File: config.mk
export PLATFORM = sky130hd
export DESIGN_NAME = spi_cfg_sequencer
export DESIGN_NICKNAME = d
export VERILOG_FILES = /design/src/rtl/spi_cfg_sequencer.sv
export SDC_FILE = /design/constraint.sdc
export NUM_CORES = 1
export LEC_CHECK = 0
export CORE_MARGIN = 10
export CORE_UTILIZATION = 41
export DETAILED_ROUTE_END_ITERATION = 6
export GPL_TIMING_DRIVEN = 0
export PLACE_DENSITY = 0.88
export REMOVE_ABC_BUFFERS = 1
export SETUP_SLACK_MARGIN = 0.2
export SYNTH_ARGS = -nofsm -noshare
export SYNTH_HDL_FRONTEND = slang
export SYNTH_SLANG_ARGS = --single-unit
File: constraint.sdc
create_clock -name i_Clk -period 6.2 [get_ports i_Clk]
set_clock_uncertainty 0.2 [all_clocks]
set_input_delay 0.93 -clock i_Clk [delete_from_list [all_inputs] [get_ports i_Clk]]
set_output_delay 0.93 -clock i_Clk [all_outputs]
set_load 0.05 [all_outputs]
File: src/rtl/spi_cfg_sequencer.sv
// Walks a table of fixed-length SPI commands and drives the SPI master engine's
// host-side register interface (reset, byte load, send, wait, read-back capture).
module spi_cfg_sequencer #(
  parameter int unsigned NUM_CMDS       = 8,
  parameter int unsigned BYTES_PER_CMD  = 3,
  parameter int unsigned SETTLE_CYCLES  = 16,
  parameter int unsigned TIMEOUT_CYCLES = 65535
) (
  input  logic                                i_Clk,
  input  logic                                i_Rst,
  input  logic                                i_Start,
  input  logic                                i_Abort,
  input  logic [3:0]                          i_Num_Cmds,
  input  logic [NUM_CMDS*BYTES_PER_CMD*8-1:0] i_Cfg_Table,
  input  logic [NUM_CMDS-1:0]                 i_Rd_Mask,
  input  logic [7:0]                          i_SpiStatus,
  input  logic [7:0]                          i_RxBuffer,
  output logic [7:0]                          o_StatusReg,
  output logic [7:0]                          o_TxBuffer,
  output logic [7:0]                          o_Cmd_Lim,
  output logic                                o_Busy,
  output logic                                o_Done,
  output logic                                o_Error,
  output logic [3:0]                          o_Cmd_Idx,
  output logic [7:0]                          o_Rd_Data,
  output logic                                o_Rd_Valid
);

  localparam int unsigned TableW = NUM_CMDS * BYTES_PER_CMD * 8;
  localparam int unsigned IdxW   = (NUM_CMDS > 1) ? $clog2(NUM_CMDS) : 1;
  localparam int unsigned NumW   = $clog2(NUM_CMDS + 1);
  localparam int unsigned ByteW  = (BYTES_PER_CMD > 1) ? $clog2(BYTES_PER_CMD) : 1;
  localparam int unsigned SetW   = (SETTLE_CYCLES > 1) ? $clog2(SETTLE_CYCLES) : 1;
  localparam int unsigned TmoW   = (TIMEOUT_CYCLES > 1) ? $clog2(TIMEOUT_CYCLES) : 1;
  localparam int unsigned OffW   = $clog2(TableW);

  localparam logic [7:0] FlagNone  = 8'h00;
  localparam logic [7:0] FlagReset = 8'h01;
  localparam logic [7:0] FlagData  = 8'h02;
  localparam logic [7:0] FlagRece  = 8'h04;

  typedef enum logic [2:0] {
    StIdle,
    StRst,
    StLoad,
    StGap,
    StSend,
    StWait,
    StSettle,
    StAbort
  } state_e;

  state_e            state_q;
  logic [IdxW-1:0]   cmd_idx_q;
  logic [NumW-1:0]   num_q;
  logic [ByteW-1:0]  byte_cnt_q;
  logic [SetW-1:0]   settle_q;
  logic [TmoW-1:0]   tmo_q;
  logic [7:0]        status_q;
  logic [7:0]        tx_q;
  logic              busy_q;
  logic              done_q;
  logic              error_q;
  logic [7:0]        rd_data_q;
  logic              rd_valid_q;

  logic [NumW-1:0]   num_clamped;
  logic [31:0]       byte_sel;
  logic [31:0]       byte_off;
  logic [7:0]        cur_byte;
  logic              is_read;
  logic              last_byte;
  logic              last_cmd;
  logic              settle_end;
  logic              tmo_end;

  always_comb begin
    num_clamped = (32'(i_Num_Cmds) > NUM_CMDS) ? NumW'(NUM_CMDS) : NumW'(i_Num_Cmds);

    // In GAP the byte being prepared is the one after the counter
    byte_sel = 32'(byte_cnt_q) + ((state_q == StGap) ? 32'd1 : 32'd0);
    if (byte_sel >= BYTES_PER_CMD) begin
      byte_sel = BYTES_PER_CMD - 1;
    end
    byte_off = (32'(cmd_idx_q) * BYTES_PER_CMD + (BYTES_PER_CMD - 1 - byte_sel)) * 8;
    cur_byte = i_Cfg_Table[OffW'(byte_off) +: 8];

    is_read    = i_Rd_Mask[cmd_idx_q];
    last_byte  = (32'(byte_cnt_q) == BYTES_PER_CMD - 1);
    last_cmd   = ((32'(cmd_idx_q) + 32'd1) == 32'(num_q));
    settle_end = (32'(settle_q) == SETTLE_CYCLES - 1);
    tmo_end    = (32'(tmo_q) == TIMEOUT_CYCLES - 1);
  end

  always_ff @(posedge i_Clk or posedge i_Rst) begin
    if (i_Rst) begin
      state_q    <= StIdle;
      cmd_idx_q  <= '0;
      num_q      <= '0;
      byte_cnt_q <= '0;
      settle_q   <= '0;
      tmo_q      <= '0;
      status_q   <= FlagNone;
      tx_q       <= 8'h00;
      busy_q     <= 1'b0;
      done_q     <= 1'b0;
      error_q    <= 1'b0;
      rd_data_q  <= 8'h00;
      rd_valid_q <= 1'b0;
    end else begin
      done_q     <= 1'b0;
      rd_valid_q <= 1'b0;
      if (i_Abort && (state_q != StIdle) && (state_q != StAbort)) begin
        state_q  <= StAbort;
        status_q <= FlagReset;
      end else begin
        unique case (state_q)
          StIdle: begin
            status_q <= FlagNone;
            if (i_Start) begin
              error_q    <= 1'b0;
              cmd_idx_q  <= '0;
              byte_cnt_q <= '0;
              num_q      <= num_clamped;
              if (num_clamped == '0) begin
                done_q <= 1'b1;
              end else begin
                busy_q   <= 1'b1;
                state_q  <= StRst;
                status_q <= FlagReset;
              end
            end
          end
          StRst: begin
            state_q  <= StLoad;
            status_q <= FlagData;
            tx_q     <= cur_byte;
          end
          StLoad: begin
            state_q  <= StGap;
            status_q <= FlagNone;
          end
          StGap: begin
            if (last_byte) begin
              state_q  <= StSend;
              status_q <= {4'b0000, 1'b1, is_read, 2'b00};
            end else begin
              byte_cnt_q <= byte_cnt_q + 1'b1;
              state_q    <= StLoad;
              status_q   <= FlagData;
              tx_q       <= cur_byte;
            end
          end
          StSend: begin
            tmo_q    <= '0;
            state_q  <= StWait;
            status_q <= is_read ? FlagRece : FlagNone;
          end
          StWait: begin
            if (i_SpiStatus[7]) begin
              if (is_read) begin
                rd_data_q  <= i_RxBuffer;
                rd_valid_q <= 1'b1;
              end
              settle_q <= '0;
              state_q  <= StSettle;
              status_q <= FlagNone;
            end else if (tmo_end) begin
              error_q  <= 1'b1;
              state_q  <= StAbort;
              status_q <= FlagReset;
            end else begin
              tmo_q <= tmo_q + 1'b1;
            end
          end
          StSettle: begin
            status_q <= FlagNone;
            if (settle_end) begin
              if (last_cmd) begin
                done_q  <= 1'b1;
                busy_q  <= 1'b0;
                state_q <= StIdle;
              end else begin
                cmd_idx_q  <= cmd_idx_q + 1'b1;
                byte_cnt_q <= '0;
                state_q    <= StRst;
                status_q   <= FlagReset;
              end
            end else begin
              settle_q <= settle_q + 1'b1;
            end
          end
          StAbort: begin
            status_q <= FlagNone;
            busy_q   <= 1'b0;
            state_q  <= StIdle;
          end
          default: begin
            status_q <= FlagNone;
            busy_q   <= 1'b0;
            state_q  <= StIdle;
          end
        endcase
      end
    end
  end

  assign o_StatusReg = status_q;
  assign o_TxBuffer  = tx_q;
  assign o_Cmd_Lim   = 8'(BYTES_PER_CMD);
  assign o_Busy      = busy_q;
  assign o_Done      = done_q;
  assign o_Error     = error_q;
  assign o_Cmd_Idx   = 4'(cmd_idx_q);
  assign o_Rd_Data   = rd_data_q;
  assign o_Rd_Valid  = rd_valid_q;

endmodule
==> metrics.md <==
| Metric | Value |
|---|---|
| Mapped cell area | `approximately 0.005 mm^2` |
| Min-Delay Path Depth | `1` |
| Initial antenna violation count | `1` |
| Reg2reg end | `o_TxBuffer[1]` |
| Commonest cells after routing, fill and taps aside | `243 x clkdlybuf4s50_1, 71 x mux2i_1, 56 x dfrtp_1, 34 x a22oi_1, 31 x nand2_1` |
| Clk sinks | `between 50 and 60` |
| Multi-input gate area | `between 0.003 and 0.004 mm^2` |
| Largest net degree at the start of global routing | `60` |
| H-tree depth | `2` |
| Number of remaining DRC errors | `0` |
| Die height | `around 130 um` |
| Number of hold violations in the final report | `0` |
| Top-level I/O count | `between 200 and 300` |
| Distinct cells, synth | `75` |
| Fillcell total | `between 900 and 1000` |
| Final #Nets | `969` |
| Top-area cell type share of the netlist area | `27.42%` |
| R2R cell count | `12` |
| Measured slew at the worst slew-check pin | `between 1 and 1.5 ns` |
| PortBufs | `~240` |
| Final setup violation count | `0` |
| Initial core utilization | `between 40 and 50%` |
| Design Power | `about 4.2 mW` |
| Gpl congestion | `just under 0.9` |
| Hold WS | `0.2822 ns` |
| Dominant cell type by area after synthesis | `dfrtp_1` |
| FF/Latch Area | `between 0.001 and 0.0015 mm^2` |
| Post-DP HPWL | `16820 um` |
| Clock buffer count from CTS | `5` |
| Initial DRC Count | `557` |
| Post-synth EDFFs | `0` |
| Avg Cell Area, Syn | `9.983 um^2` |
| Period utilisation layout | `around 90%` |
| Layout area overhead | `51.77%` |
| Post-route ant nets | `0` |
| Clock Pin Slew Worst Setup and Hold Paths | `0.08 ns` |
| Routed vias/inst | `5.854` |
| Clock Latency Late Sink | `0.30 ns` |
| Min-Delay Endpoint | `o_StatusReg[1]` |
| Yosys warnings | `0` |
| Clock Tree Buf Depth | `2` |
| Die ar. | `~0.017 mm^2` |
| First-pass GRT wire length | `~32000 um` |
| Hold Crit Start | `o_StatusReg[1]` |
| RSZ-0062 raised after global routing | `no` |
| #FFs+latches synth | `between 50 and 60` |
| Drt wl/cell | `between 20 and 25 um` |
| R2r setup slk | `~0.45 ns` |
| Most common cell after layout, fill and taps aside | `clkdlybuf4s50_1` |
| Total Routing Usage GR | `22.49%` |
| Synthesized instance count | `roughly 510` |
| Critical path peak fanout | `25` |
| Pwr dens | `542.9 mW/mm^2` |
| Sequential-to-total area share from yosys stat | `a little over a quarter` |
| FP Rows | `40` |
| Drt pass-1 iters | `5` |
| LEAKAGE | `between 3 and 4 nW` |
| Launching point of the worst reg2reg path | `state_q[0]` |
| Predominant post-synthesis flop cell | `dfrtp_1` |
| Top cells by area, synth | `dfrtp_1 27%, mux2i_1 14%, mux4_2 7.9%, a22oi_1 5.0%, ha_1 3.2%` |
| Critical Path AT | `5.76 ns` |
| Maximum VDD drop | `between 0.0004 and 0.0005 V` |
| Final Critical Period | `between 5 and 6 ns` |
| Gr ovfl total | `0` |
| Peak Freq | `0.1741 GHz` |
| Critical setup path kind | `register to register` |
| Critical Path Sink Type | `register` |
| Core area | `0.01211 mm^2` |
| Normalized max-slew margin | `roughly 10%` |
| CTS tree | `done` |
| Critical path data required time | `roughly 6.2 ns` |
| Die X | `between 100 and 150 um` |
| Worst min path class | `register to register` |
| Max cap viols | `0` |
| Vias | `5269` |
| Share of cells above drive strength 1 | `about 8%` |
| Vias in the first global route | `between 5000 and 6000` |
| Crit path launch type | `register` |
| Ys async rst share | `100.0%` |
| Fin. max-slew vios | `0` |
| Detailed Route WL | `~21000 um` |
| Clock root buffer | `clkbuf_16` |
| Status | `complete, no violations` |
critical path, stage by stage (launching register included):
cell and delay, ns:
dfrtp_1 0.83, inv_1 0.31, nor3_1 0.46, ha_1 0.24, ha_1 0.23, nor3b_1 0.23
fa_1 0.47, ha_1 0.26, fa_2 0.40, or2_0 0.26, o32ai_1 1.04, nand3_1 0.45
a31oi_1 0.28
how the worst max path moves through the flow:
| stage | start | end | slack [ns] | cells past startpoint |
|---|---|---|---|---|
| finish | state_q[0] | o_TxBuffer[1] | 0.45 | 12 |
| global route | state_q[0] | o_TxBuffer[1] | 0.24 | 12 |
| CTS | state_q[0] | o_TxBuffer[6] | 0.25 | 12 |
| detailed placement | state_q[0] | o_TxBuffer[6] | -0.07 | 12 |
| global placement | state_q[0] | o_TxBuffer[0] | -0.53 | 10 |
| floorplan | state_q[0] | o_TxBuffer[0] | 0.59 | 10 |
cell type report:
class / instances / area share, %
multi-input cells: 411 / 44.47
repair buffers: 245 / 31.97
flip-flops and latches: 56 / 18.06
clock inverters: 3 / 0.6129
clock buffers: 5 / 1.613
well taps: 168 / 2.710
inverters: 11 / 0.5323
diodes: 1 / 0.03226
stage by stage:
step	setup slack, ns	area, um^2	cells	TNS (ns)	utilization [%]
final	0.4546	7757	900	0	64.05
after global routing	0.2379	7757	900	0	64.05
after CTS	0.2492	7752	899	0	64.01
after detailed placement	-0.06539	7572	891	-0.09681	62.52
after global placement	-0.5342	7512	889	-2.783	62.02
after floorplan	0.5885	4870	478	0	-
metal layers:
layer,global-route usage (%),wire length (um)
met3,5.412,1497
met1,26.17,8146
met2,39.40,10540
met4,7.664,599
met5,0,0
power by group:
part | internal, mW | total (mW) | switching (mW)
registers | 0.493 | 0.664 | 0.172
logic | 1.46 | 3.21 | 1.75
clock network | 0.192 | 0.332 | 0.140
total | 2.15 | 4.21 | 2.06
timing repair:
item,in CTS,in global routing
gates resized for setup,4,1
endpoints found under the setup margin,8,8
buffers inserted,0,0
hold buffers,0,0
state kept, by name, indices dropped and copies added, names as in the netlist:
signal       count
o_Rd_Valid       1
o_Busy           1
o_TxBuffer       8
byte_cnt_q       2
num_q            4
state_q          3
cmd_idx_q        3
o_StatusReg      4
o_Rd_Data        8
o_Error          1
tmo_q           16
settle_q         4
o_Done           1
cells by family (layout without fill, tap and decap cells):
kind of cell / count (synthesis) / after routing / synth area share (%)
adder cells (fa/ha/maj): 15 / 15 / 3.966
AND/OR/NAND/NOR: 147 / 147 / 16.70
buffers and inverters: 56 / 264 / 6.340
XOR/XNOR: 2 / 2 / 0.6120
multiplexers: 110 / 110 / 26.46
AO/OA/AOI/OAI: 124 / 124 / 18.36
flip-flops: 56 / 56 / 27.42
other: 2 / 14 / 0.1469
synthesized netlist by cell type, drive strengths merged (2+ instances only):
cell     number
mux2i        71
dfrtp        56
a22oi        34
buf          32
nand2        31
nor2         22
mux2         21
mux4         18
nand2b       17
nand3        17
o21ai        14
clkbuf       13
ha           13
a21oi        12
inv          11
a31oi        10
a32oi        10
a21o          7
nor3          7
or3           7
nor4          6
and2          5
nand4         5
nor3b         5
a211oi        4
nor2b         4
o211ai        4
o311ai        4
o31ai         4
and3          3
nand3b        3
nand4b        3
or4           3
a2111o        2
a2111oi       2
a211o         2
a22o          2
a32o          2
and4          2
conb          2
fa            2
o2bb2ai       2
or2           2
or4b          2
(Power assumes the default switching activity.)
